## src/rtl/connection_neighbour_reader_if.sv

```systemverilog
// connection_neighbour_reader_if: request, connection-store read port and neighbour stream of the reader
interface connection_neighbour_reader_if #(
  parameter int NODE_COUNT  = 8,
  parameter int CLASS_COUNT = 4,
  parameter int AGE_W       = 8
);
  localparam int NW = $clog2(NODE_COUNT);
  localparam int CW = $clog2(CLASS_COUNT);
  logic             req_valid;
  logic             req_ready;
  logic [CW-1:0]    req_class;
  logic [NW-1:0]    req_node;
  logic             mem_rd_en;
  logic [CW-1:0]    mem_rd_class;
  logic [NW-1:0]    mem_rd_node1;
  logic [NW-1:0]    mem_rd_node2;
  logic             mem_rd_presence;
  logic [AGE_W-1:0] mem_rd_age;
  logic             nbr_valid;
  logic             nbr_ready;
  logic [NW-1:0]    nbr_node;
  logic [AGE_W-1:0] nbr_age;
  logic             done;
  logic [NW:0]      nbr_count;
  logic             req_err;
  modport master (
    input  req_valid, req_class, req_node, mem_rd_presence, mem_rd_age, nbr_ready,
    output req_ready, mem_rd_en, mem_rd_class, mem_rd_node1, mem_rd_node2,
           nbr_valid, nbr_node, nbr_age, done, nbr_count, req_err
  );
  modport slave (
    output req_valid, req_class, req_node, mem_rd_presence, mem_rd_age, nbr_ready,
    input  req_ready, mem_rd_en, mem_rd_class, mem_rd_node1, mem_rd_node2,
           nbr_valid, nbr_node, nbr_age, done, nbr_count, req_err
  );
endinterface

```

## src/rtl/connection_neighbour_reader.sv

```systemverilog
// connection_neighbour_reader: scans one adjacency row of the connection store and streams its neighbours; CONN_AGE_FILTER_EN hides edges aged AGE_MAX or older
module connection_neighbour_reader #(
  parameter int NODE_COUNT  = 8,
  parameter int CLASS_COUNT = 4,
  parameter int AGE_W       = 8
`ifdef CONN_AGE_FILTER_EN
  ,
  parameter int AGE_MAX     = 20
`endif
) (
  input logic                          clk,
  input logic                          rst_n,
  connection_neighbour_reader_if.master io_bus
);
  localparam int NW = $clog2(NODE_COUNT);
  localparam int CW = $clog2(CLASS_COUNT);
  localparam logic [2:0] S_IDLE  = 3'd0;
  localparam logic [2:0] S_ISSUE = 3'd1;
  localparam logic [2:0] S_CHECK = 3'd2;
  localparam logic [2:0] S_EMIT  = 3'd3;
  localparam logic [2:0] S_FIN   = 3'd4;
  localparam logic [NW:0] N_LIM  = (NW+1)'(NODE_COUNT);
  localparam logic [CW:0] C_LIM  = (CW+1)'(CLASS_COUNT);
  localparam logic [NW:0] ONE    = (NW+1)'(1);
  localparam logic [NW:0] TWO    = (NW+1)'(2);
  logic [2:0]       r_state;
  logic [CW-1:0]    r_class;
  logic [NW-1:0]    r_node;
  logic [NW:0]      r_j;
  logic [NW:0]      r_count;
  logic             r_err;
  logic [NW-1:0]    r_nbr_node;
  logic [AGE_W-1:0] r_nbr_age;
  logic             w_idle;
  logic             w_accept;
  logic             w_illegal;
  logic [NW:0]      w_j_first;
  logic [NW:0]      w_j_inc;
  logic [NW:0]      w_j_adv;
  logic             w_adv_fin;
  logic             w_hit;
  assign w_idle    = rst_n && (r_state == S_IDLE);
  assign w_accept  = io_bus.req_valid && w_idle;
  assign w_illegal = (io_bus.req_class == '0) || ({1'b0, io_bus.req_class} >= C_LIM) ||
                     (io_bus.req_node == '0) || ({1'b0, io_bus.req_node} >= N_LIM);
  assign w_j_first = ({1'b0, io_bus.req_node} == ONE) ? TWO : ONE;
  // the candidate index steps over the diagonal so a node is never read against itself
  assign w_j_inc   = r_j + ONE;
  assign w_j_adv   = (w_j_inc == {1'b0, r_node}) ? r_j + TWO : w_j_inc;
  assign w_adv_fin = w_j_adv >= N_LIM;
`ifdef CONN_AGE_FILTER_EN
  localparam logic [AGE_W:0] AGE_LIM = (AGE_W+1)'(AGE_MAX);
  assign w_hit = io_bus.mem_rd_presence && ({1'b0, io_bus.mem_rd_age} < AGE_LIM);
`else
  assign w_hit = io_bus.mem_rd_presence;
`endif
  // scan FSM: accept, issue a read, check it one cycle later, emit hits, finish
  always_ff @(posedge clk or negedge rst_n)
    if (!rst_n) begin
      r_state    <= S_IDLE;
      r_class    <= '0;
      r_node     <= '0;
      r_j        <= '0;
      r_count    <= '0;
      r_err      <= 1'b0;
      r_nbr_node <= '0;
      r_nbr_age  <= '0;
    end else begin
      case (r_state)
        S_IDLE:
          if (w_accept) begin
            r_class <= io_bus.req_class;
            r_node  <= io_bus.req_node;
            r_j     <= w_j_first;
            r_count <= '0;
            r_err   <= w_illegal;
            r_state <= (w_illegal || (w_j_first >= N_LIM)) ? S_FIN : S_ISSUE;
          end
        S_ISSUE: r_state <= S_CHECK;
        S_CHECK:
          if (w_hit) begin
            r_nbr_node <= r_j[NW-1:0];
            r_nbr_age  <= io_bus.mem_rd_age;
            r_count    <= r_count + ONE;
            r_state    <= S_EMIT;
          end else begin
            r_j     <= w_j_adv;
            r_state <= w_adv_fin ? S_FIN : S_ISSUE;
          end
        S_EMIT:
          if (io_bus.nbr_ready) begin
            r_j     <= w_j_adv;
            r_state <= w_adv_fin ? S_FIN : S_ISSUE;
          end
        S_FIN: r_state <= S_IDLE;
        default: r_state <= S_IDLE;
      endcase
    end
  assign io_bus.req_ready    = w_idle;
  assign io_bus.mem_rd_en    = r_state == S_ISSUE;
  assign io_bus.mem_rd_class = io_bus.mem_rd_en ? r_class : '0;
  assign io_bus.mem_rd_node1 = io_bus.mem_rd_en ? r_node : '0;
  assign io_bus.mem_rd_node2 = io_bus.mem_rd_en ? r_j[NW-1:0] : '0;
  assign io_bus.nbr_valid    = r_state == S_EMIT;
  assign io_bus.nbr_node     = io_bus.nbr_valid ? r_nbr_node : '0;
  assign io_bus.nbr_age      = io_bus.nbr_valid ? r_nbr_age : '0;
  assign io_bus.done         = r_state == S_FIN;
  assign io_bus.nbr_count    = io_bus.done ? r_count : '0;
  assign io_bus.req_err      = io_bus.done && r_err;
endmodule
```

## src/flat_wrapper.sv

```systemverilog
// flat-port wrapper written by rule: the top's interface ports become plain ports
module connection_neighbour_reader_flat 
#(
  parameter int NODE_COUNT  = 8,
  parameter int CLASS_COUNT = 4,
  parameter int AGE_W       = 8

)
  (clk, rst_n, io_bus_req_valid, io_bus_req_class, io_bus_req_node, io_bus_mem_rd_presence, io_bus_mem_rd_age, io_bus_nbr_ready, io_bus_req_ready, io_bus_mem_rd_en, io_bus_mem_rd_class, io_bus_mem_rd_node1, io_bus_mem_rd_node2, io_bus_nbr_valid, io_bus_nbr_node, io_bus_nbr_age, io_bus_done, io_bus_nbr_count, io_bus_req_err);
  connection_neighbour_reader_if #(.NODE_COUNT(NODE_COUNT), .CLASS_COUNT(CLASS_COUNT), .AGE_W(AGE_W)) io_bus_i ();
  input logic clk;
  input logic rst_n;
  input wire logic [$bits(io_bus_i.req_valid)-1:0] io_bus_req_valid;
  input wire logic [$bits(io_bus_i.req_class)-1:0] io_bus_req_class;
  input wire logic [$bits(io_bus_i.req_node)-1:0] io_bus_req_node;
  input wire logic [$bits(io_bus_i.mem_rd_presence)-1:0] io_bus_mem_rd_presence;
  input wire logic [$bits(io_bus_i.mem_rd_age)-1:0] io_bus_mem_rd_age;
  input wire logic [$bits(io_bus_i.nbr_ready)-1:0] io_bus_nbr_ready;
  output wire logic [$bits(io_bus_i.req_ready)-1:0] io_bus_req_ready;
  output wire logic [$bits(io_bus_i.mem_rd_en)-1:0] io_bus_mem_rd_en;
  output wire logic [$bits(io_bus_i.mem_rd_class)-1:0] io_bus_mem_rd_class;
  output wire logic [$bits(io_bus_i.mem_rd_node1)-1:0] io_bus_mem_rd_node1;
  output wire logic [$bits(io_bus_i.mem_rd_node2)-1:0] io_bus_mem_rd_node2;
  output wire logic [$bits(io_bus_i.nbr_valid)-1:0] io_bus_nbr_valid;
  output wire logic [$bits(io_bus_i.nbr_node)-1:0] io_bus_nbr_node;
  output wire logic [$bits(io_bus_i.nbr_age)-1:0] io_bus_nbr_age;
  output wire logic [$bits(io_bus_i.done)-1:0] io_bus_done;
  output wire logic [$bits(io_bus_i.nbr_count)-1:0] io_bus_nbr_count;
  output wire logic [$bits(io_bus_i.req_err)-1:0] io_bus_req_err;
  assign io_bus_i.req_valid = io_bus_req_valid;
  assign io_bus_i.req_class = io_bus_req_class;
  assign io_bus_i.req_node = io_bus_req_node;
  assign io_bus_i.mem_rd_presence = io_bus_mem_rd_presence;
  assign io_bus_i.mem_rd_age = io_bus_mem_rd_age;
  assign io_bus_i.nbr_ready = io_bus_nbr_ready;
  assign io_bus_req_ready = io_bus_i.req_ready;
  assign io_bus_mem_rd_en = io_bus_i.mem_rd_en;
  assign io_bus_mem_rd_class = io_bus_i.mem_rd_class;
  assign io_bus_mem_rd_node1 = io_bus_i.mem_rd_node1;
  assign io_bus_mem_rd_node2 = io_bus_i.mem_rd_node2;
  assign io_bus_nbr_valid = io_bus_i.nbr_valid;
  assign io_bus_nbr_node = io_bus_i.nbr_node;
  assign io_bus_nbr_age = io_bus_i.nbr_age;
  assign io_bus_done = io_bus_i.done;
  assign io_bus_nbr_count = io_bus_i.nbr_count;
  assign io_bus_req_err = io_bus_i.req_err;
  connection_neighbour_reader #(.NODE_COUNT(NODE_COUNT), .CLASS_COUNT(CLASS_COUNT), .AGE_W(AGE_W)) u_core (.clk(clk), .rst_n(rst_n), .io_bus(io_bus_i));
endmodule
```

## config.mk

```make
export PLATFORM = sky130hd
export DESIGN_NAME = connection_neighbour_reader_flat
export DESIGN_NICKNAME = d
export VERILOG_FILES = /design/src/rtl/connection_neighbour_reader_if.sv /design/src/rtl/connection_neighbour_reader.sv /design/src/flat_wrapper.sv
export SDC_FILE = /design/constraint.sdc
export NUM_CORES = 1
export LEC_CHECK = 0
export BUFFER_PORTS_ARGS = -buffer_cell sky130_fd_sc_hd__buf_2
export CAP_MARGIN = 20
export CORE_AREA = 2 2 78 80
export DETAILED_ROUTE_END_ITERATION = 8
export DIE_AREA = 0 0 80 82
export GPL_ROUTABILITY_DRIVEN = 0
export PLACE_DENSITY_LB_ADDON = 0.25
export SLEW_MARGIN = 15
export SYNTH_ARGS = -nofsm -noshare
export SYNTH_HDL_FRONTEND = slang
export SYNTH_SLANG_ARGS = --single-unit
```

## constraint.sdc

```tcl
create_clock -name clk -period 2.05 [get_ports clk]
set_input_delay 0 -clock clk [delete_from_list [all_inputs] [get_ports clk]]
set_output_delay 0 -clock clk [all_outputs]
set_load 0.02 [all_outputs]
```

==> Word-level counts from Yosys, hierarchy flattened <==
Cells that the tools add are included.
{ "totals": {"reg_bits": 28, "inputBits": 18} }
{ "classes": {"addsub": 3, "order_cmp": 2, "n_eq_ne": 10, "n_mux": 21, "n_reduce_logical": 15} }
{ "op_table": {"columns": ["operator", "count"], "rows": [
  ["$mux 4", 7],
  ["$mux 3", 8],
  ["$pmux 3 s4", 1],
  ["$pmux 4 s3", 1],
  ["$add 4x1->4 const B", 2],
  ["$ge 4x4->1 const B", 2],
  ["$mux 8", 1],
  ["$pmux 4 s2", 1],
  ["$eq 3x1->1 const B", 2],
  ["$eq 3x2->1 const B", 2],
  ["$logic_not 3->1", 2],
  ["$ne 2x2->1 const B", 3],
  ["$reduce_and 2->1", 3],
  ["$add 4x2->4 const B", 1],
  ["$eq 4x3->1", 1],
  ["$mux 2", 2],
  ["$reduce_and 4->1", 1],
  ["$eq 3x3->1 const B", 1],
  ["$logic_and 1x1->1", 3],
  ["$reduce_and 3->1", 1],
  ["$reduce_bool 3->1", 1],
  ["$logic_not 2->1", 1],
  ["$logic_or 1x1->1", 2],
  ["$ne 2x1->1 const B", 1],
  ["$reduce_bool 2->1", 1]
]} }

==> Logic depth before layout (Yosys ltp) <==
Gate-level depths: netlist of run 1.
{ "logic_depth": {"word_depth": 7, "depth_mapped": 6} }

==> Worst setup path before layout of run 1 <==
OpenSTA, ideal clock, no wires.
{ "synth_path": {"path_type": "register -> register", "from": "register u_core.r_j[0]", "to": "register u_core.r_j[1]", "setup_ps": 96, "t_arrival_ps": 1581, "path_slack_ps": 373, "stages_incl_launch_ff": 6, "n_path_buf": 0, "period_less_slack_ps": 1677, "cell_sequence": "dfrtp_1 ha_1 xnor2_1 nand3_4 mux2i_1 a311oi_2"} }
{ "synth_between": {"elab_chain_len": 5, "word_cells_on_any_way": 7, "classes_between": "add/sub (2); eq/ne (1); mux (4)"} }
{ "synth_lines": {"columns": ["element", "line_no", "rtl"], "rows": [
  ["from (decl)", "connection_neighbour_reader.sv:29", "logic [NW:0] r_j;"],
  ["from (signal assigned)", "connection_neighbour_reader.sv:74", "r_j <= w_j_first;"],
  ["from (signal assigned)", "connection_neighbour_reader.sv:87", "r_j <= w_j_adv;"],
  ["from (signal assigned)", "connection_neighbour_reader.sv:92", "r_j <= w_j_adv;"],
  ["$add 4x1->4", "connection_neighbour_reader.sv:48", "assign w_j_inc = r_j + ONE;"],
  ["$eq 4x3->1", "connection_neighbour_reader.sv:49", "assign w_j_adv = (w_j_inc == {1'b0, r_node}) ? r_j + TWO : w_j_inc;"],
  ["$mux 4 (*)", "connection_neighbour_reader.sv:49", null],
  ["$mux 4 (on tied branches)", "connection_neighbour_reader.sv:91, connection_neighbour_reader.sv:81", null],
  ["$pmux 4 s3 (*)", "connection_neighbour_reader.sv:69", "case (r_state)"]
]} }
Every way passes the cells marked *; elsewhere a longest branch is shown, timed or not. The select of a mux whose other input is x is not followed.
A chain may end at the register's enable or synchronous reset.

==> Worst setup path after layout of run 1 <==
Ends and elaborated chain as after synthesis.

==> results.cfg, run 1 <==
[die]
die_h_um = 82
coreArea_sq_um = 5750
fp.dieW_um = 80
rows = 28
initial_utilization_pct = 28.9
dieArea_sq_um = 6560
io_pins = 46

[power_and_ir_drop]
ir_drop_mv = 0.584
power_mw = 3.05
power_density_nw_per_um2 = 1400
leakage_nw = 1.09

[routing]
vias_per_cell = 4.80
drcViolationCount = 0
drt_iter0_drc = 65
wirelength_um = 4180
ant_nets = 0
wl_per_cell_um = 14.3
first_pass_iters = 4
vias = 1407

[global_routing]
grt_pass1_wl_um = 7260
grt_max_degree = 27
grt_overflow = 0
grt_pass1_vias = 1484
grt.total_usage_pct = 13.9
grt_antenna_before_repair = 0

[clocking]
cts_resized = 0
h-tree-depth = 1
cts.sinks = 28
clockBufferDepth = 2
cts_made_buffers = 3
root_buffer = clkbuf_8
cts.clk_slew.worst_paths_ns = 0.10
cts_hold_buf = 13
postCtsSetupRepairBufs = 0
clock_latency_ns = 0.27
cts_tree = yes

[yosys]
synthSimpleGateAreaFrac_pct = 22.9
ys_ff_latch = 28
synth-edff-count = 0
synth_async_sr_flop_share_pct = 100
syn_area_per_cell_sq_um = 10.6
syn_inst = 156
syn_area_sq_um = 1660
yosys_most_used_dff = dfrtp_1
synth_top_family_by_area = simple AND/OR/NAND/NOR gates
synthTopCellsByCount = dfrtp_1 (28), and3_1 (17), mux2_2 (13)
yosys-top-cells-area = dfrtp_1 (42%), mux2_2 (8.8%), and3_1 (6.4%)
synth_compound_area_share_pct = 12.2
synth_xor_area_share_pct = 3.54
syn_nets = 177
synth_top_area_share_pct = 42.2
synth_warnings = 0
synth.area.mux_share_pct = 13.3
ys_seq_area_share_pct = 42.2
synth_area_leader_cell = dfrtp_1
synth_cell_types = 46
synth_fa_ha_area_share_pct = 2.26
yosysMostFrequentCell = dfrtp_1

[timing]
setup-tns-final_ns = 0
setup_viol = 0
finalMaxSlewViolations = 0
fmax_ghz = 0.536
period_share_pct = 91.0
rsz0062_at_grt = false
min_period_ns = 1.87
maxSlewHeadroom_pct = 56.2
hold_violations = 0
finalWorstSetupSlack_ns = 0.184
tightest_slew_ns = 0.655
skew_ns = 0.00697

[setup_path]
critPathSlowestCell = dfrtp_1
critPathTopFamily = flip-flops
worstPathArrival_ns = 2.05
cp_max_fo = 8
cp.depth = 5
reg2reg_depth = 5
start_kind = register
r2r_slack_ns = 0.18
r2r-start = u_core.r_j[0]
critPathKind = reg -> reg
end_kind = register
slowest_delay_ns = 0.48
crit_required_ns = 2.24
r2r-end = u_core.r_j[1]
path_buf_inv = 0
crit_end = u_core.r_j[1]
critPathLaunch = u_core.r_j[0]
path_cells = ha_1 -> xnor2_1 -> nand3_4 -> mux2i_1 -> a311oi_2

[placed_design]
placedCellCount = 276
pre_cts_slack_ns = 0.222
hpwl_um = 2980
numPortBuffers = 45

[cells_and_area]
fin_nets = 240
utilization_pct = 37.9
syn_to_final_growth_pct = 31.1
instances_no_fill = 293
diodes = 0
drive_above_1_share_pct = 38.1

[min_path]
hold_class = in -> reg

[run]
maxCapViolCount = 0

[outcome]
status = completed
-- power by group --
group	switching, mW	internal, mW
combinational	0.906	0.764
clock	0.175	0.172
sequential	0.234	0.799
total	1.32	1.73
-- how the worst min path moves through the flow --
stage,startpoint,to,slack (ns),cells after the start
floorplan,rst_n,u_core.r_class[0],-0.30,0
global placement,rst_n,u_core.r_state[1],-0.16,1
detailed placement,rst_n,u_core.r_state[1],-0.16,1
CTS,io_bus_req_node[0],u_core.r_node[0],0.02,2
global route,io_bus_req_node[0],u_core.r_node[0],0.04,2
finish,io_bus_req_node[0],u_core.r_node[0],0.03,2
-- sequential cells by signal, indices dropped and copies added, names as in the netlist --
| signal | flops |
|---|---|
| u_core.r_nbr_age | 8 |
| u_core.r_count | 4 |
| u_core.r_err | 1 |
| u_core.r_nbr_node | 3 |
| u_core.r_class | 2 |
| u_core.r_state | 3 |
| u_core.r_node | 3 |
| u_core.r_j | 4 |
-- cell families after synthesis --
kind of cell / Yosys count
flops: 28
mux: 20
xor+xnor: 5
fa+ha+maj: 3
simple gates: 64
compound gates: 25
buf+inv: 11
-- stage by stage --
stage               instance area (sq um)  hold WS (ns)
floorplan                            1660        -0.296
finish                               2180        0.0331
global route                         2180        0.0351
CTS                                  2180        0.0241
detailed placement                   1990        -0.162
global placement                     1990        -0.158
-- cell type report --
cell class	count	area, sq um
Clock buffer	4	55.1
Fill cell	598	3570
Inverter	3	11.3
Multi-Input combinational cell	117	901
Sequential cell	28	701
Tap cell	75	93.8
Timing Repair Buffer	66	415
-- layer usage --
layer  global-route usage, %  vias up  wire length (um)
li1                        -      692                 -
met1                    18.2      676              1870
met2                    23.7       33              2090
met3                    2.42        6               163
met4                    4.24        0                58
met5                       0        -                 0
-- cells in the final DEF, fill, tap and decap left out, types with 4 or more instances in the layout --
cell,netlist,layout
buf_2,2,45
dfrtp_1,28,28
and3_1,17,17
mux2_2,13,13
dlygate4sd3_1,0,13
and2_1,11,11
nor2_1,9,9
buf_4,2,8
nand2_1,7,7
o21ai_0,5,5
a21oi_1,5,5
mux2_1,4,4
nand3_1,4,4
clkbuf_8,0,4
Power figures use the tool's default switching activity.
==> run 2: changes to the inputs <==
- ABC_AREA: not set -> 1
- CORE_AREA: 2 2 78 80 -> 2 2 77 79
- DIE_AREA: 0 0 80 82 -> 0 0 79 81
==> results.cfg, run 2 <==
[outcome]
status = completed

[timing]
skew_ns = 0.00182
finalWorstSetupSlack_ns = 0.280
tightest_slew_ns = 0.390
holdWs_ns = 0.00688
rsz0062_at_grt = false
min_period_ns = 1.77
setup_viol = 0
hold_violations = 0
period_share_pct = 86.3
finalMaxSlewViolations = 0
maxSlewHeadroom_pct = 73.7
fmax_ghz = 0.565
setup-tns-final_ns = 0

[global_routing]
grt_max_degree = 30
grt_pass1_wl_um = 6520
grt_antenna_before_repair = 0
grt_overflow = 0
grtUsageMet1_pct = 18.0
busiest_layer = met2
use_met2_pct = 21.9
grt.total_usage_pct = 13.1
met3_usage_pct = 2.44
grt_pass1_vias = 1402

[setup_path]
r2r_slack_ns = 0.28
cp_max_fo = 9
critPathTopFamily = buffers and inverters
worstPathArrival_ns = 1.77
path_buf_inv = 3
critPathSlowestCell = dfrtp_1
slowest_delay_ns = 0.52
end_kind = primary output
critPathKind = reg -> out
crit_required_ns = 2.05
path_cells = inv_1 -> nor3_1 -> clkinv_1 -> nor2_1 -> buf_2
start_kind = register

[yosys]
ys_ff_latch = 28
synth_cell_types = 26
synth_top_area_share_pct = 43.2
syn_inst = 221
yosys_most_used_dff = dfrtp_1
yosysMostFrequentCell = nand2_1
synth-edff-count = 0
ys_seq_area_share_pct = 43.2
syn_area_sq_um = 1620
synthTopCellsByCount = nand2_1 (53), inv_1 (39), nor2_1 (31)
synth_async_sr_flop_share_pct = 100
synth_area_leader_cell = dfrtp_1
syn_area_per_cell_sq_um = 7.34
yosys-top-cells-area = dfrtp_1 (43%), nand2_1 (12%), inv_1 (9.0%)
synth_warnings = 0
syn_nets = 242

[clocking]
h-tree-depth = 1
cts_tree = yes
cts.sinks = 28
root_buffer = clkbuf_8
cts_made_buffers = 3
cts.clk_slew.worst_paths_ns = 0.09
cts_resized = 0
clockBufferDepth = 2
clock_latency_ns = 0.27

[cells_and_area]
largest_reg_flops = 8
final_cell_mix = nand2_1 (53), buf_2 (45), inv_1 (39)
reg_top3 = u_core.r_nbr_age (8), u_core.r_count (4), u_core.r_j (4)
regMostFlops = u_core.r_nbr_age
final_common_cell = nand2_1
nFillCells = 623
design_area_sq_um = 2090
diodes = 0
fin_nets = 303
drive_above_1_share_pct = 22.1
syn_to_final_growth_pct = 28.8

[routing]
drcViolationCount = 0
wl_per_cell_um = 10.9
drt_iter0_drc = 56
wirelength_um = 3870
vias_per_cell = 4.22
vias = 1499
ant_nets = 0
first_pass_iters = 4

[die]
coreArea_sq_um = 5680
initial_utilization_pct = 28.6
io_pins = 46
die_h_um = 81
fp.dieW_um = 79
rows = 28
dieArea_sq_um = 6400

[run]
maxCapViolCount = 0

[placed_design]
numPortBuffers = 45
hpwl_um = 2850
pre_cts_slack_ns = 0.289
postPlaceCellArea_sq_um = 1940

[power_and_ir_drop]
ir_drop_mv = 0.442
leakage_nw = 1.12
power_density_nw_per_um2 = 1260
power_mw = 2.64

[min_path]
hold_class = in -> reg
-- run 2: what timing repair did --
| action | 4_1_cts | 5_1_grt |
|---|---|---|
| setup endpoints to repair | 0 | 0 |
| endpoints found under the hold margin | 38 | 0 |
| hold buffers | 11 | 0 |
| buffers inserted | 0 | 0 |
-- run 2: power by group --
| part | internal (mW) | total, mW | switching [mW] |
|---|---|---|---|
| clock | 0.132 | 0.301 | 0.169 |
| sequential | 0.777 | 0.941 | 0.164 |
| combinational | 0.483 | 1.40 | 0.913 |
-- run 2: area by class of cell --
type	instances	area (sq um)	share of cell area, %
clock buffers	3	41.3	1.98
inverters	43	161	7.73
multi-input cells	147	733	35.1
flip-flops and latches	28	701	33.6
well taps	75	93.8	4.49
repair buffers	59	358	17.1
-- run 2: logic make-up (layout without fill, tap and decap cells) --
family	Yosys count	count (layout)	share of synthesized area, %
xor+xnor	1	1	0.540
buf+inv	46	105	11.6
simple gates	113	113	32.7
flops	28	28	43.2
fa+ha+maj	3	3	2.32
compound gates	30	30	9.65
-- run 2: worst min-delay path: stages --
cell     delay (ns)
buf_2          0.11
inv_1          0.06
o21ai_0        0.08
-- run 2: final timing paths --
check / to / from / cells after the start
min: u_core.r_node[0] / io_bus_req_node[0] / 3
max in group asynchronous: u_core.r_state[0] / rst_n / 3
max: io_bus_mem_rd_node2[1] / u_core.r_state[0] / 5
min in group asynchronous: u_core.r_nbr_age[4] / rst_n / 3
min reg2reg: u_core.r_nbr_node[0] / u_core.r_nbr_node[0] / 2
max reg2reg: u_core.r_j[1] / u_core.r_j[0] / 11
-- run 2: metrics by stage --
| stage | cells | util [%] |
|---|---|---|
| 6_report | 355 | 36.8 |
| 5_1_grt | 355 | 36.8 |
| 4_1_cts | 355 | 36.8 |
| 2_1_floorplan | 221 | - |
| 3_5_place_dp | 341 | 34.1 |
| 3_3_place_gp | 341 | 34.1 |
-- run 2: layer usage --
layer,part of all wire [%],vias up
met5,0,-
met4,0.39,0
met3,5.5,2
met2,44,42
met1,50,655
li1,-,800
